===== src/rtl/uart_rx_frame_ctrl.sv =====
// Frames the UART receiver byte stream (SYNC, LEN, payload, CHK), forwards payload bytes,
// and ends each frame with a registered frame_done or frame_err pulse; inter-byte timeout aborts stalls.
module uart_rx_frame_ctrl #(
  parameter logic [7:0] SYNC_BYTE = 8'hA5,
  parameter int         MAX_LEN   = 16,
  parameter int         TIMEOUT   = 200,
  parameter int         cnt_width = 8
) (
  input  logic       clk,
  input  logic       reset,
  input  logic [7:0] byte_in,
  input  logic       byte_valid,
  output logic [7:0] out_byte,
  output logic       out_valid,
  output logic       frame_done,
  output logic       frame_err,
  output logic       busy
);

  localparam logic [1:0] ST_IDLE    = 2'd0;
  localparam logic [1:0] ST_LEN     = 2'd1;
  localparam logic [1:0] ST_PAYLOAD = 2'd2;
  localparam logic [1:0] ST_CHECK   = 2'd3;

  localparam logic [7:0]           MAX_LEN_B = 8'(MAX_LEN);
  localparam logic [cnt_width-1:0] TO_LAST   = cnt_width'(TIMEOUT - 1);
  localparam logic [cnt_width-1:0] CNT_ONE   = cnt_width'(1);

  logic [1:0]           state_q, state_d;
  logic [7:0]           rem_q, rem_d;
  logic [7:0]           sum_q, sum_d;
  logic [cnt_width-1:0] cnt_q, cnt_d;
  logic [7:0]           out_byte_q, out_byte_d;
  logic                 out_valid_q, out_valid_d;
  logic                 done_q, done_d;
  logic                 err_q, err_d;
  logic                 busy_q, busy_d;

  always_comb begin
    state_d     = state_q;
    rem_d       = rem_q;
    sum_d       = sum_q;
    cnt_d       = cnt_q;
    out_byte_d  = out_byte_q;
    out_valid_d = 1'b0;
    done_d      = 1'b0;
    err_d       = 1'b0;

    if (state_q != ST_IDLE) begin
      cnt_d = cnt_q + CNT_ONE;
    end

    case (state_q)
      ST_IDLE: begin
        if (byte_valid && byte_in == SYNC_BYTE) begin
          state_d = ST_LEN;
        end
      end
      ST_LEN: begin
        if (byte_valid) begin
          if (byte_in == 8'd0) begin
            rem_d   = 8'd0;
            sum_d   = 8'd0;
            state_d = ST_CHECK;
          end else if (byte_in > MAX_LEN_B) begin
            err_d   = 1'b1;
            state_d = ST_IDLE;
          end else begin
            rem_d   = byte_in;
            sum_d   = byte_in;
            state_d = ST_PAYLOAD;
          end
        end
      end
      ST_PAYLOAD: begin
        if (byte_valid) begin
          out_byte_d  = byte_in;
          out_valid_d = 1'b1;
          sum_d       = sum_q + byte_in;
          rem_d       = rem_q - 8'd1;
          if (rem_q == 8'd1) begin
            state_d = ST_CHECK;
          end
        end
      end
      default: begin
        if (byte_valid) begin
          done_d  = (byte_in == sum_q);
          err_d   = (byte_in != sum_q);
          state_d = ST_IDLE;
        end
      end
    endcase

    // A byte arriving on the last allowed cycle wins over the timeout.
    if (state_q != ST_IDLE && !byte_valid && cnt_q == TO_LAST) begin
      err_d   = 1'b1;
      state_d = ST_IDLE;
    end

    if (byte_valid || state_d == ST_IDLE) begin
      cnt_d = '0;
    end
  end

  assign busy_d = (state_d != ST_IDLE);

  always_ff @(posedge clk or posedge reset) begin
    if (reset) begin
      state_q     <= ST_IDLE;
      rem_q       <= 8'd0;
      sum_q       <= 8'd0;
      cnt_q       <= '0;
      out_byte_q  <= 8'd0;
      out_valid_q <= 1'b0;
      done_q      <= 1'b0;
      err_q       <= 1'b0;
      busy_q      <= 1'b0;
    end else begin
      state_q     <= state_d;
      rem_q       <= rem_d;
      sum_q       <= sum_d;
      cnt_q       <= cnt_d;
      out_byte_q  <= out_byte_d;
      out_valid_q <= out_valid_d;
      done_q      <= done_d;
      err_q       <= err_d;
      busy_q      <= busy_d;
    end
  end

  assign out_byte   = out_byte_q;
  assign out_valid  = out_valid_q;
  assign frame_done = done_q;
  assign frame_err  = err_q;
  assign busy       = busy_q;

endmodule


===== config.mk =====
export PLATFORM = sky130hd
export DESIGN_NAME = uart_rx_frame_ctrl
export DESIGN_NICKNAME = d
export VERILOG_FILES = /design/src/rtl/uart_rx_frame_ctrl.sv
export SDC_FILE = /design/constraint.sdc
export NUM_CORES = 1
export LEC_CHECK = 0
export BUFFER_PORTS_ARGS = -buffer_cell sky130_fd_sc_hd__buf_2
export CORE_ASPECT_RATIO = 0.6
export CORE_UTILIZATION = 46
export DETAILED_ROUTE_END_ITERATION = 8
export PLACE_DENSITY_LB_ADDON = 0.15
export SYNTH_ARGS = -nofsm -noshare
export SYNTH_HDL_FRONTEND = slang
export SYNTH_SLANG_ARGS = --single-unit

===== constraint.sdc =====
create_clock -name clk -period 3.6 [get_ports clk]
set_input_delay 0.72 -clock clk [delete_from_list [all_inputs] [get_ports clk]]
set_output_delay 0.72 -clock clk [all_outputs]
set_load 0.03 [all_outputs]

==> impl_results.md <==
* Status: complete, no violations
* Ys async rst share at 1.00
* Ant. Diodes at 0
* Post-synthesis cell count at around 240
* H-tree depth at 2
* Dpl hpwl at 3540 µm
* Worst-path cell with the longest stage delay: or4_4
* Grt total ovfl at 0
* Post-synth EDFFs at 0
* Commonest cells after routing, fill and taps aside: 49 x nand2_1, 38 x dfrtp_1, 24 x nor2_1
* Proportion of synthesized chip area in sequential cells at 0.447
* Nets at 290
* Area grow syn2layout at 14.4%
* Critical Path AT at about 2.8 ns
* Num ports at 23
* Post-route DRC at 0
* Hold Vio Cnt, Final at 0
* Final ANT Viol Nets at 0
* Hold_buf cts at 0
* WS Path Type: input pin to flip-flop
* Clk_skew at 0.00741 ns
* CP delay by family, top: compound AO/OA/AOI/OAI gates
* RSZ-0062 raised after global routing: no
* Drt initial violations at 180
* Setup repair bufs after CTS at 0
* Netlist cell types at 45
* CTS sink count at 38
* Routed length per instance at 14.8 µm
* Final wirelength at around 5000 µm
* Worst-margin pin slew at about 0.58 ns
* Clk slew on worst S/H paths at 0.08 ns
* Worst endpoint required time at roughly 3.8 ns
* Worst hold path class: flip-flop to flip-flop
* Crit-path max FO at 13
* Final setup viols at 0
* Crit share post-route at 0.715
* Pwr dens at roughly 550 mW/mm²
* # resized after CTS at 0
* Slew Viols, Final at 0
* Most common cell after layout, fill and taps aside: nand2_1
* Syn Area/Cell at slightly below 9 µm²
* Wl on met1 at 2580 µm
* Placed cell areas at approximately 0.0023 mm²
* Vias/cell at approximately 5.4
* Crit. End Element: flip-flop
* Flops & latches, synth at 38
* Type of element launching the critical path: input pin
* Pin count of the biggest net entering global routing at 39
* Routed length on met2 at between 1500 and 2000 µm
* Slowest stage delay, CP at 0.56 ns
* Clock buffer depth at 2
* Fin crit period at around 2.6 ns
* WP buf/inv at 1
* Row cnt at 18
* Post-synthesis net count at 266
* Worst slew margin at 0.614
* Vias in the first global route at between 1,500 and 2,000
* First-pass iteration count of the detailed router at 4
* Syn Std Cell Area at ~0.0021 mm²
* CTS tree: done
* Final setup TNS at 0 ns
* Die H at 54.7 µm
* LEAKAGE at around 1.2 nW
* WL met3 at 445 µm
* First-pass GRT wire length at between 8000 and 9000 µm
* Layout Cells excl Fill at 329
* Die X-Extent at 89.8 µm
* YS warnings at 0
* Max-cap viol count at 0
* Worst skew pair latency at a little under 0.3 ns
* Port bufs at 22
* Gpl congestion at just over 0.8
* Starting Density at 0.498
* Root Driver: clkbuf_8
* Max IR drop VDD at between 200 and 300 µV
* DR top layer: met4
* Fraction of layout cells with a size suffix above 1 at 0.141
* Core Area at ~0.0043 mm²
* Routed via count at 1,791
* Die ar. at around 0.0049 mm²
* CTS Buf Count at 5
* Max Fclk at just under 0.4 GHz
* Placed Cells at about 320
* Synth Flop Type: dfrtp_1
* Worst-path cell chain: buf_2 -> or4_4 -> a2111oi_4 -> o21a_1 -> o21ai_0 -> a32o_1
* Total Routing Usage GR at 0.221
* Initial antenna violation count at 0
* Design Area, Final at 0.00244 mm²
-- stage by stage --
step / worst slack (ns) / hold WS [ns] / util / total power, mW
2_1_floorplan: 1.26 / 0.433 / - / 0.800
3_5_place_dp: 0.778 / 0.459 / 0.536 / 0.893
5_1_grt: 0.943 / 0.509 / 0.569 / 1.42
6_report: 1.03 / 0.473 / 0.569 / 1.34
4_1_cts: 1.08 / 0.479 / 0.569 / 1.34
3_3_place_gp: 0.842 / 0.453 / 0.536 / 0.888
-- flip-flops by register name, indices dropped and copies added, names as in the netlist --
name / count
state_q: 2
busy: 1
sum_q: 8
frame_done: 1
cnt_q: 8
out_byte: 8
frame_err: 1
out_valid: 1
rem_q: 8
-- cell type report --
class | count | area, µm²
clock buffers | 6 | 82.6
clock inverters | 2 | 60.1
fillers | 411 | 1840
inverters | 12 | 45.0
multi-input cells | 187 | 1100
flip-flops and latches | 38 | 951
well taps | 60 | 75.1
repair buffers | 24 | 125
-- cells in the mapped netlist, types with 3 or more instances --
master,number,share of area
dfrtp_1,38,0.45
nor2_1,24,0.042
xor2_1,4,0.016
o22ai_1,3,0.0088
o21ai_0,16,0.038
nor4b_1,3,0.012
inv_1,12,0.021
clkbuf_1,4,0.0070
nand2_1,49,0.086
nand3_1,6,0.014
nor2b_1,3,0.0088
nand4_1,4,0.012
a21oi_1,16,0.038
xnor2_1,5,0.021
or3_1,4,0.012
nor3_1,10,0.024
nand2b_1,3,0.0088
ha_1,10,0.059
-- worst register-to-register path: cells and delay by family, from the launching register on --
family | cells | cell delay, ns
and+or+nand+nor | 3 | 0.99
DFF | 1 | 0.56
AOI/OAI and AO/OA | 2 | 0.32
buffers and inverters | 1 | 0.19
-- final timing paths --
kind | start | to | slack [ns] | cells after the start
min reg2reg | out_byte[2] | out_byte[2] | 0.47 | 2
max | byte_in[1] | rem_q[7] | 1.03 | 6
max reg2reg | state_q[1] | busy | 1.46 | 6
min | out_byte[2] | out_byte[2] | 0.47 | 2
min in group asynchronous | reset | busy | 0.53 | 3
max in group asynchronous | reset | cnt_q[1] | 2.73 | 3
-- cell families (layout without fill, tap and decap cells) --
| family | count (synthesis) | after routing | share of synthesized area |
|---|---|---|---|
| buf+inv | 19 | 44 | 0.0382 |
| xor+xnor | 9 | 9 | 0.0370 |
| simple gates | 117 | 117 | 0.259 |
| compound gates | 49 | 49 | 0.147 |
| flops | 38 | 38 | 0.447 |
| mux | 1 | 1 | 0.00470 |
| fa+ha+maj | 11 | 11 | 0.0682 |
-- power by group --
group / switching, mW / total (mW) / internal, mW
clock: 0.156 / 0.451 / 0.296
sequential: 0.0481 / 0.537 / 0.489
combinational: 0.215 / 0.352 / 0.137
-- routing by layer --
layer	GRT usage	vias up
met4	0.0410	0
li1	-	893
met5	0	-
met1	0.335	835
met2	0.309	59
met3	0.0639	4
Power figures use the tool's default switching activity.
